--- config.mk ---
export PLATFORM = sky130hd
export DESIGN_NAME = cpu_control_fsm
export DESIGN_NICKNAME = d
export VERILOG_FILES = /design/src/rtl/cpu_control_fsm.sv
export SDC_FILE = /design/constraint.sdc
export NUM_CORES = 1
export LEC_CHECK = 0
export CAP_MARGIN = 5
export CORE_MARGIN = 4
export CORE_UTILIZATION = 35
export CTS_CLUSTER_SIZE = 14
export DETAILED_ROUTE_END_ITERATION = 8
export PLACE_DENSITY = 0.66
export REMOVE_ABC_BUFFERS = 1
export SLEW_MARGIN = 10
export SYNTH_ARGS = -nofsm -noshare
export SYNTH_HDL_FRONTEND = slang
export SYNTH_SLANG_ARGS = --single-unit
--- constraint.sdc ---
create_clock -name clk -period 2.1 [get_ports clk]
set_input_delay 0.315 -clock clk [delete_from_list [all_inputs] [get_ports clk]]
set_output_delay 0.315 -clock clk [all_outputs]
set_load 0.03 [all_outputs]
--- src/rtl/cpu_control_fsm.sv ---
// Multi-cycle control unit for the 16-bit CPU.
// Sequences fetch/decode/execute/memory/writeback, stalls on RAM, and
// supports halt/trap with run-pulse resume. Outputs are decoded from the
// current state and the opcode latched in DECODE.
module cpu_control_fsm #(
    parameter int OPW  = 4,
    parameter int CNTW = 16
) (
    input  logic            clk,
    input  logic            reset,
    input  logic [15:0]     instr,
    input  logic            mem_ready,
    input  logic            alu_zero,
    input  logic            run,
    output logic            mem_req,
    output logic            mem_we,
    output logic            addr_sel,
    output logic            ir_load,
    output logic            pc_inc,
    output logic            pc_load,
    output logic            rf_we,
    output logic [1:0]      wb_sel,
    output logic [1:0]      alu_op,
    output logic [2:0]      state,
    output logic            halted,
    output logic            trap,
    output logic [CNTW-1:0] retired
);

    typedef enum logic [2:0] {
        S_FETCH  = 3'd0,
        S_DECODE = 3'd1,
        S_EXEC   = 3'd2,
        S_MEM    = 3'd3,
        S_WB     = 3'd4,
        S_HALT   = 3'd5,
        S_TRAP   = 3'd6
    } state_t;

    localparam logic [OPW-1:0] OP_NOP = OPW'(4'h0);
    localparam logic [OPW-1:0] OP_ADD = OPW'(4'h1);
    localparam logic [OPW-1:0] OP_SUB = OPW'(4'h2);
    localparam logic [OPW-1:0] OP_AND = OPW'(4'h3);
    localparam logic [OPW-1:0] OP_LDI = OPW'(4'h4);
    localparam logic [OPW-1:0] OP_LD  = OPW'(4'h5);
    localparam logic [OPW-1:0] OP_ST  = OPW'(4'h6);
    localparam logic [OPW-1:0] OP_JMP = OPW'(4'h7);
    localparam logic [OPW-1:0] OP_BZ  = OPW'(4'h8);
    localparam logic [OPW-1:0] OP_HLT = OPW'(4'hF);

    localparam logic [1:0] WB_ALU = 2'b00;
    localparam logic [1:0] WB_IMM = 2'b01;
    localparam logic [1:0] WB_MEM = 2'b10;

    state_t          state_q;
    state_t          state_d;
    logic [OPW-1:0]  opc_q;
    logic [CNTW-1:0] retired_q;
    logic            retire_evt;
    logic [OPW-1:0]  dec_op;

    assign dec_op = instr[15 -: OPW];

    // Opcodes that decode into a real instruction (HLT included).
    function automatic logic is_legal(input logic [OPW-1:0] op);
        case (op)
            OP_NOP, OP_ADD, OP_SUB, OP_AND, OP_LDI,
            OP_LD, OP_ST, OP_JMP, OP_BZ, OP_HLT: is_legal = 1'b1;
            default:                             is_legal = 1'b0;
        endcase
    endfunction

    // ALU function for arithmetic/logic opcodes; everything else uses ADD.
    function automatic logic [1:0] alu_code(input logic [OPW-1:0] op);
        case (op)
            OP_SUB:  alu_code = 2'b01;
            OP_AND:  alu_code = 2'b10;
            default: alu_code = 2'b00;
        endcase
    endfunction

    // State register.
    always_ff @(posedge clk or negedge reset) begin
        if (!reset) state_q <= S_FETCH;
        else        state_q <= state_d;
    end

    // Opcode is captured once per instruction while in DECODE.
    always_ff @(posedge clk or negedge reset) begin
        if (!reset)                  opc_q <= OP_NOP;
        else if (state_q == S_DECODE) opc_q <= dec_op;
    end

    // Retired-instruction counter, wraps at full scale.
    always_ff @(posedge clk or negedge reset) begin
        if (!reset)          retired_q <= '0;
        else if (retire_evt) retired_q <= retired_q + 1'b1;
    end

    // Next-state selection and retire detection.
    always_comb begin
        state_d    = state_q;
        retire_evt = 1'b0;
        case (state_q)
            S_FETCH: begin
                if (mem_ready) state_d = S_DECODE;
            end
            S_DECODE: begin
                if (dec_op == OP_HLT) begin
                    state_d    = S_HALT;
                    retire_evt = 1'b1;
                end else if (!is_legal(dec_op)) begin
                    state_d = S_TRAP;
                end else begin
                    state_d = S_EXEC;
                end
            end
            S_EXEC: begin
                case (opc_q)
                    OP_ADD, OP_SUB, OP_AND: state_d = S_WB;
                    OP_LD, OP_ST:           state_d = S_MEM;
                    default: begin
                        state_d    = S_FETCH;
                        retire_evt = 1'b1;
                    end
                endcase
            end
            S_MEM: begin
                if (mem_ready) begin
                    if (opc_q == OP_ST) begin
                        state_d    = S_FETCH;
                        retire_evt = 1'b1;
                    end else begin
                        state_d = S_WB;
                    end
                end
            end
            S_WB: begin
                state_d    = S_FETCH;
                retire_evt = 1'b1;
            end
            S_HALT, S_TRAP: begin
                if (run) state_d = S_FETCH;
            end
            default: state_d = S_FETCH;
        endcase
    end

    // Datapath enables decoded from state and latched opcode; all forced
    // low while reset is held so nothing reaches the datapath mid-reset.
    always_comb begin
        mem_req  = 1'b0;
        mem_we   = 1'b0;
        addr_sel = 1'b0;
        ir_load  = 1'b0;
        pc_inc   = 1'b0;
        pc_load  = 1'b0;
        rf_we    = 1'b0;
        wb_sel   = WB_ALU;
        alu_op   = 2'b00;
        halted   = 1'b0;
        trap     = 1'b0;
        case (state_q)
            S_FETCH: begin
                mem_req = 1'b1;
                ir_load = mem_ready;
                pc_inc  = mem_ready;
            end
            S_EXEC: begin
                alu_op = alu_code(opc_q);
                case (opc_q)
                    OP_LDI: begin
                        rf_we  = 1'b1;
                        wb_sel = WB_IMM;
                    end
                    OP_JMP:  pc_load = 1'b1;
                    OP_BZ:   pc_load = alu_zero;
                    default: ;
                endcase
            end
            S_MEM: begin
                mem_req  = 1'b1;
                addr_sel = 1'b1;
                mem_we   = (opc_q == OP_ST);
            end
            S_WB: begin
                rf_we  = 1'b1;
                wb_sel = (opc_q == OP_LD) ? WB_MEM : WB_ALU;
                alu_op = alu_code(opc_q);
            end
            S_HALT: halted = 1'b1;
            S_TRAP: begin
                halted = 1'b1;
                trap   = 1'b1;
            end
            default: ;
        endcase
        if (!reset) begin
            mem_req  = 1'b0;
            mem_we   = 1'b0;
            addr_sel = 1'b0;
            ir_load  = 1'b0;
            pc_inc   = 1'b0;
            pc_load  = 1'b0;
            rf_we    = 1'b0;
            wb_sel   = WB_ALU;
            alu_op   = 2'b00;
            halted   = 1'b0;
            trap     = 1'b0;
        end
    end

    assign state   = state_q;
    assign retired = retired_q;

endmodule
==> results of run 1 <==
==> synthesized netlist by cell type (2+ instances only) <==
| cell | number |
|---|---|
| a21oi_1 | 3 |
| and2_1 | 3 |
| and3_1 | 6 |
| and4_1 | 2 |
| buf_1 | 2 |
| buf_2 | 2 |
| buf_4 | 2 |
| buf_6 | 3 |
| dfrtp_1 | 23 |
| mux2_2 | 4 |
| nand2_1 | 9 |
| nand2_2 | 2 |
| nand2b_1 | 5 |
| nand3_1 | 4 |
| nand3_2 | 6 |
| nand4_1 | 5 |
| nor2_1 | 12 |
| nor2b_1 | 4 |
| nor3_1 | 3 |
| nor4_1 | 2 |
| o31ai_1 | 3 |
| or3_1 | 2 |
| xnor2_1 | 14 |
| xor2_1 | 3 |
==> power by group <==
group	switching (W)	internal (W)
clock network	0.000130	0.000135
logic	0.000779	0.000632
registers	0.000180	0.000573
total	0.00109	0.00134
==> metrics by stage <==
| step | instance area, µm² | setup WS (ns) |
|---|---|---|
| 2_1_floorplan | 1345 | -0.2762 |
| 3_3_place_gp | 1838 | 0.08190 |
| 3_5_place_dp | 1838 | 0.07356 |
| 4_1_cts | 1884 | 0.01204 |
| 5_1_grt | 1929 | -0.01210 |
| 6_report | 1929 | 0.09529 |
==> area by class of cell <==
cell class	instances	area (µm²)	area share [%]
inverter	1	3.754	0.1946
multi-input combinational	108	777.0	40.27
timing repair buffer	51	462.9	23.99
sequential	23	580.6	30.09
tap	48	60.06	3.113
clock buffer	4	45.04	2.335
==> cell usage in the layout, fill, tap and decap left out, types with 2 or more instances in the layout <==
| cell type | netlist | routed |
|---|---|---|
| clkbuf_8 | 0 | 3 |
| and4_1 | 2 | 2 |
| o31ai_1 | 3 | 3 |
| and2_1 | 3 | 3 |
| xor2_1 | 3 | 3 |
| a21oi_1 | 3 | 3 |
| nor3_1 | 3 | 2 |
| nand2_2 | 2 | 2 |
| nand3_1 | 4 | 4 |
| nor2_1 | 12 | 12 |
| nand2b_1 | 5 | 5 |
| nand4_1 | 5 | 5 |
| or3_1 | 2 | 2 |
| xnor2_1 | 14 | 14 |
| dfrtp_1 | 23 | 19 |
| nand2_1 | 9 | 9 |
| buf_4 | 2 | 23 |
| clkdlybuf4s50_1 | 0 | 27 |
| and3_1 | 6 | 6 |
| nand3_2 | 6 | 6 |
| nor2b_1 | 4 | 4 |
| nor4_1 | 2 | 2 |
| dfrtp_2 | 0 | 4 |
| mux2_2 | 4 | 4 |
==> registers in the layout, summed over array words and instances, names as in the netlist <==
signal   flops
opc_q        4
state        3
retired     16
==> timing repair <==
action / in CTS / in global routing
gates resized for setup: 1 / 5
setup endpoints to repair: 1 / 3
hold buffers: 0 / 0
pin swaps: 0 / 0
buffers inserted: 0 / 4
==> worst min-delay path by stage <==
stage / to / slack, ns / cells after the start
floorplan: opc_q[0] / 0.02 / 0
global placement: retired[15] / 0.46 / 1
detailed placement: retired[15] / 0.46 / 1
CTS: retired[15] / 0.48 / 1
global route: retired[15] / 0.52 / 1
finish: retired[15] / 0.47 / 1
==> cells by family after synthesis <==
group,share of synthesized area [%]
AO/OA/AOI/OAI,7.342
XOR/XNOR,11.54
adder cells (fa/ha/maj),0.8740
buffers and inverters,6.293
flip-flops,40.21
multiplexers,3.933
AND/OR/NAND/NOR,29.81
==> layer usage <==
layer / GRT usage [%] / share of wire, %
met5: 0 / 0
met4: 3.340 / 0.49
met3: 2.493 / 6.1
met2: 21.73 / 46
met1: 19.48 / 47
==> run metrics, run 1 <==
status completed; Crit path required time ~1.8 ns; Hold Slack 0.4709 ns; Synth Register Bits 23; gpl congestion between 0.8 and 0.9; Crit-path slowest cell dfrtp_2; crit path capture pc_load; Worst Setup End Kind output pin; Detailed Routing Iterations Pass 1 4; final design utilization between 50 and 60%; Synth Flop Type dfrtp_1; Post-Route WL about 3500 µm; Final Non-Filler Cells between 200 and 250; Period minus WS final 2.005 ns; grt total ovfl 0; Startpoint Class flip-flop; P&R area growth vs syn 34.79%; reg-to-reg critical path startpoint opc_q[0]; R2R setup slack 0.23 ns; critical path, cell by cell or2_4 > or3_1 > a21oi_1 > buf_4; I/O Buffers 40; drt first-iter violations 46; Ports 53; Syn Area/Cell between 10 and 15 µm²; Clock Sinks 23; Final setup viols 0; power per cell area around 1300 nW/µm²; fill cell count between 300 and 400; Max Cap Viol 0; CTS buffer count 3; DIE AREA between 5000 and 6000 µm²; Clock Tree Root clkbuf_8; DRC viols 0; Synth Instances about 140; setup TNS 0 ns; Final Net Count 210; die width between 70 and 80 µm; number of synthesized flops with an enable pin 0; Netlist Area Pre-Place 1431 µm²; total power approximately 0.0024 W; Peak Freq around 500 MHz; Fin. Hold Viols 0; Avg WL per Cell around 15 µm; antenna-violating nets left 0; first-pass GRT wire length a little under 6000 µm; worst hold path type reg2reg; via count roughly 1200; Slew HR between 70% and 80%; Placed Instances around 230; Hold Path Origin retired[15]; Max stage delay on crit path 0.43 ns; clock latency on the worst-skew pair between 0.2 and 0.3 ns; GRT Overall Usage between 10 and 15%; clk buf depth 2; number of global-route vias before repair about 1200; CP top delay family simple AND/OR/NAND/NOR gates; Final HPWL DP ~2600 µm; Synth cell types 42; CP Data Arrival Time around 1.7 ns; Slew Viols, Final 0; Synth area leader dfrtp_1; number of diodes 0; vias per cell between 5 and 6; Worst Reg-to-Reg Cells 6; chip height a little over 70 µm; CP Class reg2out; Starting Density a little under two fifths; Leakage between 0.8 and 0.9 nW; Reg clk slew, reported paths 0.07 ns; Critical Path Fanout Max 4; row count 22; Synth warnings 0; CTS tree built; peak supply drop between 600 and 700 µV; FFs w/ async S/R, synth 100.0%; CP Depth 4; core footprint between 3000 and 4000 µm²; post-synth top area share between 40% and 50%; Setup Skew roughly 0.0024 ns; synth top area cells dfrtp_1 40%, xnor2_1 8.6%, nand3_2 4.2%, mux2_2 3.1%, nor2_1 3.1%; RR Endpoint retired[1]; period utilization a little over nine tenths; largest net degree at the start of global routing 24; slew of the pin with the lowest slew margin roughly 0.41 ns; fraction of layout cells with a size suffix above 1 a little over a quarter; CP Buf/Inv Count 1; Seq/Total Area, Yosys roughly two fifths; htree depth 1; Critical Path Start opc_q[0]; initial antenna violation count 0
(Power assumes the default switching activity.)
==> run 2, diff against run 1 <==
--- a/config.mk
+++ b/config.mk
@@ -5,12 +5,11 @@
 export SDC_FILE = /design/constraint.sdc
 export NUM_CORES = 1
 export LEC_CHECK = 0
-export CAP_MARGIN = 5
+export CAP_MARGIN = 20
 export CORE_MARGIN = 4
-export CORE_UTILIZATION = 35
+export CORE_UTILIZATION = 30
 export CTS_CLUSTER_SIZE = 14
 export DETAILED_ROUTE_END_ITERATION = 8
-export PLACE_DENSITY = 0.66
 export REMOVE_ABC_BUFFERS = 1
 export SLEW_MARGIN = 10
 export SYNTH_ARGS = -nofsm -noshare
==> run 2 against run 1 <==
  * Wire length up 5.1%
  * Die area rose by 15%
  * Clock-buffer cell count decreased by 1
  * Cell count grew 2.1%
  * Fmax shrank 0.92%
  * Core utilization decreased by 7.8 points
  * First-iteration DRC count up 43%
  * Sequential power up 2%
  * Critical path type is now in2out
  * Largest cell class unchanged
==> run metrics, run 2 (same netlist as run 1, synthesis figures left out) <==
GRT Overall Usage between 10% and 20%; Critical Path Start reset; Slew Viols, Final 0; clock latency on the worst-skew pair roughly 0.26 ns; Detailed Routing Iterations Pass 1 4; commonest cells after routing, fill and taps aside 27 x clkdlybuf4s50_1, 24 x buf_4, 19 x dfrtp_1; period utilization 96.35%; Placed Instances approximately 230; largest net degree at the start of global routing 18; worst hold path type in2async; Reg clk slew, reported paths 0.08 ns; chip height about 77 µm; Setup Skew roughly 0.0047 ns; via count approximately 1200; final design utilization 42.95%; RSZ-0062 raised after global routing yes; most common cell after layout, fill and taps aside clkdlybuf4s50_1; drt first-iter violations 66; row count 24; total power 0.002422 W; area of the multi-input gates slightly below 800 µm²; DRC viols 0; fraction of layout cells with a size suffix above 1 27.13%; CP Data Arrival Time 1.71 ns; first-pass GRT wire length around 6000 µm; reg-to-reg critical path startpoint opc_q[3]; initial antenna violation count 0; Final setup viols 0; CTS buffer count 3; grt total ovfl 0; CTS tree built; status completed; Critical Path Fanout Max 9; htree depth 1; Seq. cell area between 500 and 600 µm²; clk buf depth 2; Clock Sinks 23; fill cell count roughly 440; Crit path required time 1.78 ns; gpl congestion between 0.8 and 0.9; CP Class in2out; peak supply drop 594.4 µV; I/O Buffers 40; Starting Density between 30% and 40%; vias per cell slightly above 5; Final Non-Filler Cells 240; Startpoint Class primary input; Peak Freq 494.2 MHz; Final Net Count ~210; Ports 53; slew of the pin with the lowest slew margin ~0.44 ns; Clock Tree Root clkbuf_8; Leakage approximately 0.81 nW; Period minus WS final between 2 and 2.5 ns; Slew HR a little over two thirds; number of global-route vias before repair about 1300; Max Cap Viol 0; Avg WL per Cell 15.25 µm; Fin. Hold Viols 0; core footprint between 4000 and 5000 µm²; power per cell area roughly 1300 nW/µm²; Post-CTS Hold Buffers 0; Worst Setup End Kind output pin; P&R area growth vs syn 34.27%; Final HPWL DP about 2800 µm; number of diodes 0; setup TNS 0 ns; die width a little under 80 µm; antenna-violating nets left 0; Hold Slack roughly 0.44 ns; max FFs per register 16; Post-Route WL approximately 3700 µm; DIE AREA approximately 5900 µm²
==> run 2: cell type report <==
class / instances / share of cell area (%)
inverters: 1 / 0.1953
repair buffers: 52 / 23.70
flip-flops and latches: 23 / 30.21
well taps: 52 / 3.385
clock buffers: 3 / 2.148
multi-input cells: 108 / 40.10
clock inverters: 1 / 0.2604
==> run 2: per-layer routing <==
metal	share of wire [%]	vias to the layer above	GRT usage (%)
met1	49	588	16.28
li1	-	593	-
met3	6.1	0	3.162
met4	0	0	1.779
met5	0	-	0
met2	45	42	19.60
==> run 2: report_power, final <==
group / switching (W) / internal (W) / total [W]
sequential: 0.000195 / 0.000573 / 0.000768
clock: 0.000139 / 0.000132 / 0.000271
combinational: 0.000769 / 0.000614 / 0.00138
total: 0.00110 / 0.00132 / 0.00242
==> run 2: final timing paths <==
kind	depth (start not counted)	slack [ns]	endpoint
setup / recovery	5	0.08	wb_sel[1]
max in group asynchronous	2	1.41	opc_q[0]
min in group clk	1	0.48	retired[15]
hold / removal	2	0.44	state[2]
hold reg to reg	1	0.48	retired[15]
setup reg to reg	6	0.24	retired[9]
==> run 2: metrics by stage <==
stage / area (µm²) / setup WS, ns
after floorplan: 1345 / -0.2762
after global placement: 1838 / 0.08565
after detailed placement: 1838 / 0.08934
after CTS: 1884 / 0.02825
after global routing: 1922 / -0.04368
final: 1922 / 0.07661
==> run 2: repair_timing <==
item | 4_1_cts | 5_1_grt
setup buffers | 0 | 4
setup endpoints to repair | 0 | 6
resized for setup | 0 | 5
==> run 2: critical path, stage by stage <==
cell	delay, ns
clkdlybuf4s50_1	0.53
buf_4	0.20
nand3_1	0.14
nor4b_1	0.30
buf_4	0.22
==> run 3, diff against run 2 <==
--- a/config.mk
+++ b/config.mk
@@ -11,6 +11,7 @@
 export CTS_CLUSTER_SIZE = 14
 export DETAILED_ROUTE_END_ITERATION = 8
 export REMOVE_ABC_BUFFERS = 1
+export SETUP_SLACK_MARGIN = 0.5
 export SLEW_MARGIN = 10
 export SYNTH_ARGS = -nofsm -noshare
 export SYNTH_HDL_FRONTEND = slang
==> run 3 against run 2 <==
  * Clock-buffer cell count stayed put
  * Wire length is 18% higher
  * Critical endpoint is now retired[1]
  * Clock power about the same
==> run metrics, run 3 (same netlist as run 1, synthesis figures left out) <==
Startpoint Class flip-flop; chip height roughly 77 µm; power per cell area ~1400 nW/µm²; status completed; CTS tree built; largest net degree at the start of global routing 18; commonest cells after routing, fill and taps aside 25 x buf_4, 20 x buf_6, 19 x dlygate4sd2_1; gpl congestion about 0.89; Ports 53; RSZ-0062 raised after global routing yes; Final Non-Filler Cells between 200 and 300; peak supply drop about 590 µV; antenna-violating nets left 0; Max Cap Viol 0; Final Net Count roughly 240; initial antenna violation count 0; Slew HR ~64%; DIE AREA between 5000 and 6000 µm²; clock latency on the worst-skew pair 0.26 ns; Detailed Routing Iterations Pass 1 4; clk buf depth 2; Fin. Hold Viols 0; number of global-route vias before repair around 1500; Final setup viols 0; Leakage 1.121 nW; slew of the pin with the lowest slew margin between 0.5 and 0.6 ns; P&R area growth vs syn 71.85%; Period minus WS final around 1.9 ns; Post-Route WL 4316 µm; vias per cell around 5.1; Post-CTS Hold Buffers 0; Setup Skew ~0.0039 ns; Avg WL per Cell ~16 µm; Clock Tree Root clkbuf_8; drt first-iter violations 96; fin area between 2000 and 2500 µm²; Reg clk slew, reported paths 0.08 ns; max FFs per register 16; GRT Overall Usage between 10 and 15%; Placed Instances ~230; fraction of layout cells with a size suffix above 1 between 50% and 60%; CTS buffer count 3; CP Class reg2reg; Slew Viols, Final 0; DP Area 1838 µm²; Critical Path Fanout Max 5; Crit path required time 2.25 ns; Peak Freq 528.4 MHz; CP Data Arrival Time roughly 2.0 ns; first-pass GRT wire length roughly 7000 µm; number of diodes 0; Starting Density 31.99%; most common cell after layout, fill and taps aside buf_4; worst hold path type in2async; Final HPWL DP around 2800 µm; die width about 77 µm; htree depth 1; Worst Reg-to-Reg Cells 6; via count ~1400; period utilization 90.12%; core footprint about 4500 µm²; Worst Setup End Kind flip-flop; grt total ovfl 0; DRC viols 0; row count 24; Clock Sinks 23; I/O Buffers 40
[run 3: final cells by class]
type,instances,area (µm²)
sequential,23,583.1
clock inverter,1,5.005
fill,389,2014
timing repair buffer,78,777.0
tap,52,65.06
clock buffer,3,41.29
inverter,1,3.754
multi-input combinational,108,984.7
[run 3: metrics by stage]
step / setup slack, ns / hold WS [ns] / utilization [%] / TNS, ns / power (W)
2_1_floorplan: -0.2762 / 0.01941 / - / -0.5244 / 0.001580
3_3_place_gp: 0.08565 / 0.4646 / 41.08 / 0 / 0.002056
3_5_place_dp: 0.08934 / 0.4726 / 41.08 / 0 / 0.002089
4_1_cts: 0.2565 / 0.2361 / 50.53 / 0 / 0.002944
5_1_grt: 0.1384 / 0.2527 / 54.98 / 0 / 0.003531
6_report: 0.2075 / 0.2337 / 54.98 / 0 / 0.003343
[run 3: metal layers]
layer  track usage, %  up-vias  part of all wire, %
met3            3.162        4                  5.0
met5                0        -                    0
met1            18.02      671                   43
met2            24.56       49                   51
met4            3.025        0                 0.67
li1                 -      642                    -
[run 3: power by group]
| group | leakage (nW) | switching (W) | internal [W] |
|---|---|---|---|
| registers | 0.292 | 0.000174 | 0.000576 |
| logic | 0.803 | 0.00112 | 0.00120 |
| clock network | 0.0255 | 0.000140 | 0.000132 |
| total | 1.12 | 0.00144 | 0.00190 |
[run 3: worst paths after layout]
check / from / to / slack, ns
max: state[1] / retired[1] / 0.21
min: reset / opc_q[1] / 0.23
max reg2reg: state[1] / retired[1] / 0.21
min reg2reg: retired[15] / retired[15] / 0.48
max in group asynchronous: reset / opc_q[0] / 1.66
min in group clk: retired[15] / retired[15] / 0.48
[run 3: repair_timing]
item | 4_1_cts | 5_1_grt
endpoints found under the hold margin | 0 | 0
cloned | 1 | 0
pin swaps | 20 | 20
resized for setup | 65 | 30
setup buffers | 21 | 8
endpoints found under the setup margin | 54 | 36
[run 3: worst max-delay path: stages, from the launching register on]
cell and delay (ns):
dfrtp_2 0.46, buf_8 0.16, nand2b_1 0.25, nor3_2 0.07, or3_4 0.43, buf_6 0.13, mux2_4 0.28
